`config.mk`:
```
export PLATFORM = sky130hd
export DESIGN_NAME = dmem_req_ctrl
export DESIGN_NICKNAME = d
export VERILOG_FILES = /design/src/rtl/dmem_req_ctrl.sv
export SDC_FILE = /design/constraint.sdc
export NUM_CORES = 1
export LEC_CHECK = 0
export ABC_AREA = 1
export CAP_MARGIN = 40
export CORE_MARGIN = 8
export CORE_UTILIZATION = 39
export CTS_CLUSTER_DIAMETER = 100
export CTS_CLUSTER_SIZE = 40
export DETAILED_ROUTE_END_ITERATION = 8
export PLACE_DENSITY = 0.74
export SETUP_SLACK_MARGIN = 0.4
export SLEW_MARGIN = 20
export SYNTH_ARGS = -nofsm -noshare
export SYNTH_HDL_FRONTEND = slang
export SYNTH_SLANG_ARGS = --single-unit
export TNS_END_PERCENT = 20
```
`constraint.sdc`:
```
create_clock -name clk -period 2.3 [get_ports clk]
set_input_delay 0.46 -clock clk [delete_from_list [all_inputs] [get_ports clk]]
set_output_delay 0.46 -clock clk [all_outputs]
set_load 0.01 [all_outputs]
```
`src/rtl/dmem_req_ctrl.sv`:
```
// Data-memory initiator: turns an EX/MEM load/store into a req/gnt/rvalid
// transaction, stalls the pipeline meanwhile and emits the MEM/WB bundle.
module dmem_req_ctrl #(
  parameter int unsigned MAX_WAIT = 16
) (
  input  logic        clk,
  input  logic        rst_n,
  input  logic        ex_valid,
  input  logic        ex_memread,
  input  logic        ex_memwrite,
  input  logic [31:0] ex_addr,
  input  logic [31:0] ex_wdata,
  input  logic [1:0]  ex_wb_ctrl,
  input  logic [4:0]  ex_wb_addr,
  output logic        stall,
  output logic        mem_req,
  output logic        mem_we,
  output logic [29:0] mem_addr,
  output logic [31:0] mem_wdata,
  input  logic        mem_gnt,
  input  logic        mem_rvalid,
  input  logic [31:0] mem_rdata,
  output logic        out_valid,
  output logic [31:0] out_rdata,
  output logic [31:0] out_result,
  output logic [1:0]  out_wb_ctrl,
  output logic [4:0]  out_wb_addr,
  output logic        misalign_err,
  output logic        timeout_err
);

  typedef enum logic [1:0] {IDLE, REQ, WAIT_R} state_t;

  state_t      state_q, state_d;
  logic [31:0] addr_q, wdata_q;
  logic        we_q;
  logic [1:0]  wb_ctrl_q;
  logic [4:0]  wb_addr_q;
  logic [7:0]  cnt_q;

  logic is_mem, misaligned, start, wr_done, rd_done, timeout, complete;

  // NOTE: every signal driven here gets a default first so no latch is inferred.
  always_comb begin
    is_mem     = ex_memread | ex_memwrite;
    misaligned = ex_addr[1:0] != 2'b00;
    start      = (state_q == IDLE) && ex_valid && is_mem && !misaligned;
    wr_done    = (state_q == REQ) && we_q && mem_gnt;
    rd_done    = (state_q == WAIT_R) && mem_rvalid;
    // A real completion on the limit cycle takes precedence over the abort.
    timeout    = (state_q != IDLE) && !(wr_done || rd_done)
                 && (cnt_q == 8'(MAX_WAIT - 1));
    complete   = wr_done | rd_done | timeout;
    stall      = start | ((state_q != IDLE) & !complete);

    state_d = state_q;
    unique case (state_q)
      IDLE:    if (start) state_d = REQ;
      REQ: begin
        if (timeout)      state_d = IDLE;
        else if (mem_gnt) state_d = we_q ? IDLE : WAIT_R;
      end
      WAIT_R:  if (rd_done || timeout) state_d = IDLE;
      default: state_d = IDLE;
    endcase
  end

  assign mem_req   = (state_q == REQ);
  assign mem_we    = we_q;
  assign mem_addr  = addr_q[31:2];
  assign mem_wdata = wdata_q;

  // NOTE: sequential state uses non-blocking assignments only, so every
  // register samples pre-edge values regardless of statement order.
  always_ff @(posedge clk) begin
    if (!rst_n) begin
      state_q      <= IDLE;
      addr_q       <= '0;
      wdata_q      <= '0;
      we_q         <= 1'b0;
      wb_ctrl_q    <= '0;
      wb_addr_q    <= '0;
      cnt_q        <= '0;
      out_valid    <= 1'b0;
      out_rdata    <= '0;
      out_result   <= '0;
      out_wb_ctrl  <= '0;
      out_wb_addr  <= '0;
      misalign_err <= 1'b0;
      timeout_err  <= 1'b0;
    end else begin
      state_q   <= state_d;
      out_valid <= 1'b0;

      if (start) cnt_q <= '0;
      else if (state_q != IDLE) cnt_q <= cnt_q + 8'd1;

      if (state_q == IDLE && ex_valid) begin
        if (start) begin
          addr_q    <= ex_addr;
          wdata_q   <= ex_wdata;
          we_q      <= ex_memwrite;
          wb_ctrl_q <= ex_wb_ctrl;
          wb_addr_q <= ex_wb_addr;
        end else begin
          // Non-mem op, or a misaligned access that is suppressed in place.
          out_valid   <= 1'b1;
          out_rdata   <= '0;
          out_result  <= ex_addr;
          out_wb_ctrl <= is_mem ? {ex_wb_ctrl[1], 1'b0} : ex_wb_ctrl;
          out_wb_addr <= ex_wb_addr;
          if (is_mem) misalign_err <= 1'b1;
        end
      end

      if (complete) begin
        out_valid   <= 1'b1;
        out_rdata   <= rd_done ? mem_rdata : 32'd0;
        out_result  <= addr_q;
        out_wb_ctrl <= timeout ? {wb_ctrl_q[1], 1'b0} : wb_ctrl_q;
        out_wb_addr <= wb_addr_q;
        if (timeout) timeout_err <= 1'b1;
      end
    end
  end

endmodule

```
==> flow_summary.toml <==
[timing]
rsz0062_at_grt = "yes"
worstMarginPinSlew_ps = 459
tns_ps = 0
finalSetupViolCount = 0
drv_slew = 0
finalHoldViolations = 0
skew_ps = 11.3
fin_crit_sh_pct = 85.7
relSlewSlack_pct = 69.4
fin_crit_ps = 1970
fmax_mhz = 507

[critical_path]
arrival_ps = 1510
r2r_cells = 9
worstSetupEndpointType = "primary output"
crit_required_ps = 1840
worstSetupPathType = "reg2out"
startpoint_type = "register"
cp_max_fo = 3

[power_and_ir_drop]
power.density_mw_per_mm2 = 691
irDropWorstVdd_mv = 0.522
p_leak_nw = 3.85
p_total_mw = 6.62

[yosys]
synth_edf_count = 0
yosys.area.top_type = "dfxtp_1"
synth_area_leaders = "dfxtp_1 (50%), nand2_1 (16%), nor2_1 (8.8%)"
yosysUniqueCellTypes = 25
synth_ff_type = "dfxtp_1"
async_flop_share_pct = 0
yosysMostFrequentCell = "nand2_1"
synth_seq_area_share_pct = 49.7
syn_area_mm2 = 0.00628
yosys_warnings = 0
syn-num-nets = 981
ys_top_cells_by_count = "nand2_1 (275), dfxtp_1 (156), nor2_1 (147), o21ai_0 (71), a21oi_1 (50)"
synth_top_area_share_pct = 49.7
synth-seq-cells = 156
syn_avg_cell_area_um2 = 7.22
netlist_instances = 870

[detailed_routing]
drt-wirelength-per-cell_um = 15.1
vias = 6071
drt-vias-per-instance = 4.62
drtPass1Iterations = 4
drc = 0
postRouteAntennaNets = 0
drt_iter0_drc = 306
routed_wl_um = 19900

[global_routing]
antenna_found_initial = 0
grt_overflow = 0
grt_max_degree = 64
grt_pass1_wl_um = 30400
grt_usage_pct = 18.7
grt_pass1_vias = 5730

[clock_network]
cts_root_buf = "clkbuf_16"
clock_latency_ps = 420
tritoncts = "done"
cts_buffers = 17
clock_sinks = 156
cts_buffer_depth = 2
h-tree-depth = 4
path_clk_slew_ps = 60

[floorplanning]
io_pins = 249
die_area_mm2 = 0.0204
rows = 46
die_h_um = 143
core_area_mm2 = 0.0158
start_util_pct = 39.7
chipWidth_um = 143

[finish]
area_growth_pct = 52.3
multi_input_area_mm2 = 0.00267
diodes = 0
fin_nets = 1196
seq_area_mm2 = 0.00314
n_fill_cell = 1475
drive_gt1_share_pct = 7.84

[placement]
io_buffer_count = 248
gp_congestion = 0.811
dpl.hpwl_um = 13800

[worst_hold_path]
whs_path_depth = 3
min_path_type = "in2reg"

[run]
drv_cap = 0

[status]
status = "completed"
layout by cell type, fill, tap and decap left out, types with 4 or more instances in the layout:
cell type        Yosys  routed
a21oi_1             50      49
buf_12               0       5
buf_4               40      22
bufinv_16            0       4
clkbuf_16            0      18
clkdlybuf4s50_1      0     241
dfxtp_1            156     152
dfxtp_4              0       4
dlymetal6s2s_1       0       4
inv_1               20      16
inv_2                2       4
nand2_1            275     272
nand3_1             47      46
nor2_1             147     144
o21ai_0             71      71
worst max-delay path: stages (launching register included):
cell	delay (ps)
dfxtp_4	370
ha_4	150
inv_2	40
nor2_2	90
nand3_2	90
o21ai_4	170
a21oi_2	40
buf_4	150
report_power, final:
part	switching, mW	internal, mW
Clock	1.11	1.81
Sequential	0.0615	2.81
Combinational	0.370	0.461
Total	1.54	5.08
cell families after synthesis:
| kind of cell | Yosys count | share of synthesized area [%] |
|---|---|---|
| AO/OA/AOI/OAI | 128 | 10.8 |
| XOR/XNOR | 3 | 0.418 |
| adder cells (fa/ha/maj) | 1 | 0.199 |
| buffers and inverters | 104 | 8.86 |
| flip-flops | 156 | 49.7 |
| AND/OR/NAND/NOR | 478 | 30.0 |
per-layer routing:
layer  vias up  GRT usage, %  share of wire (%)
met5         -             0                  0
met4         0          8.28                2.4
met3        27          5.78                7.3
met2       177          31.3                 49
met1      2716          21.7                 41
li1       3151             -                  -
final cells by class:
class | count | area share [%]
clock buffer | 20 | 4.56
inverter | 23 | 0.981
clock inverter | 11 | 1.78
sequential | 156 | 32.8
multi-input combinational | 610 | 27.8
timing repair buffer | 277 | 29.2
tap | 216 | 2.82
per-stage QoR:
stage,cells,hold WS [ps],utilization [%],cell area [um^2],setup slack [ps]
after floorplan,870,416,-,6290,405
after global placement,1277,426,55.7,8820,-331
after detailed placement,1277,429,55.7,8820,-308
after CTS,1308,358,59.6,9430,243
after global routing,1313,387,60.5,9570,263
final,1313,369,60.5,9570,329
worst paths after layout:
kind                         to  startpoint  slack [ps]
setup / recovery          stall    cnt_q[1]         330
setup reg to reg  out_result[3]    cnt_q[1]         580
hold / removal        addr_q[5]       rst_n         370
hold reg to reg       addr_q[1]   addr_q[1]         430
sequential cells by signal, indices dropped and copies added (netlist names), 2 cells and up:
register / count
mem_wdata: 32
wb_ctrl_q: 2
out_wb_ctrl: 2
out_wb_addr: 5
out_rdata: 32
state_q: 2
cnt_q: 8
wb_addr_q: 5
out_result: 32
addr_q: 32
repair_timing:
action	4_1_cts	5_1_grt
endpoints found under the setup margin	65	96
hold buffers	0	0
buffers inserted	0	4
cloned	0	1
resized for setup	12	30
pin swaps	1	9
Power figures use the tool's default switching activity.
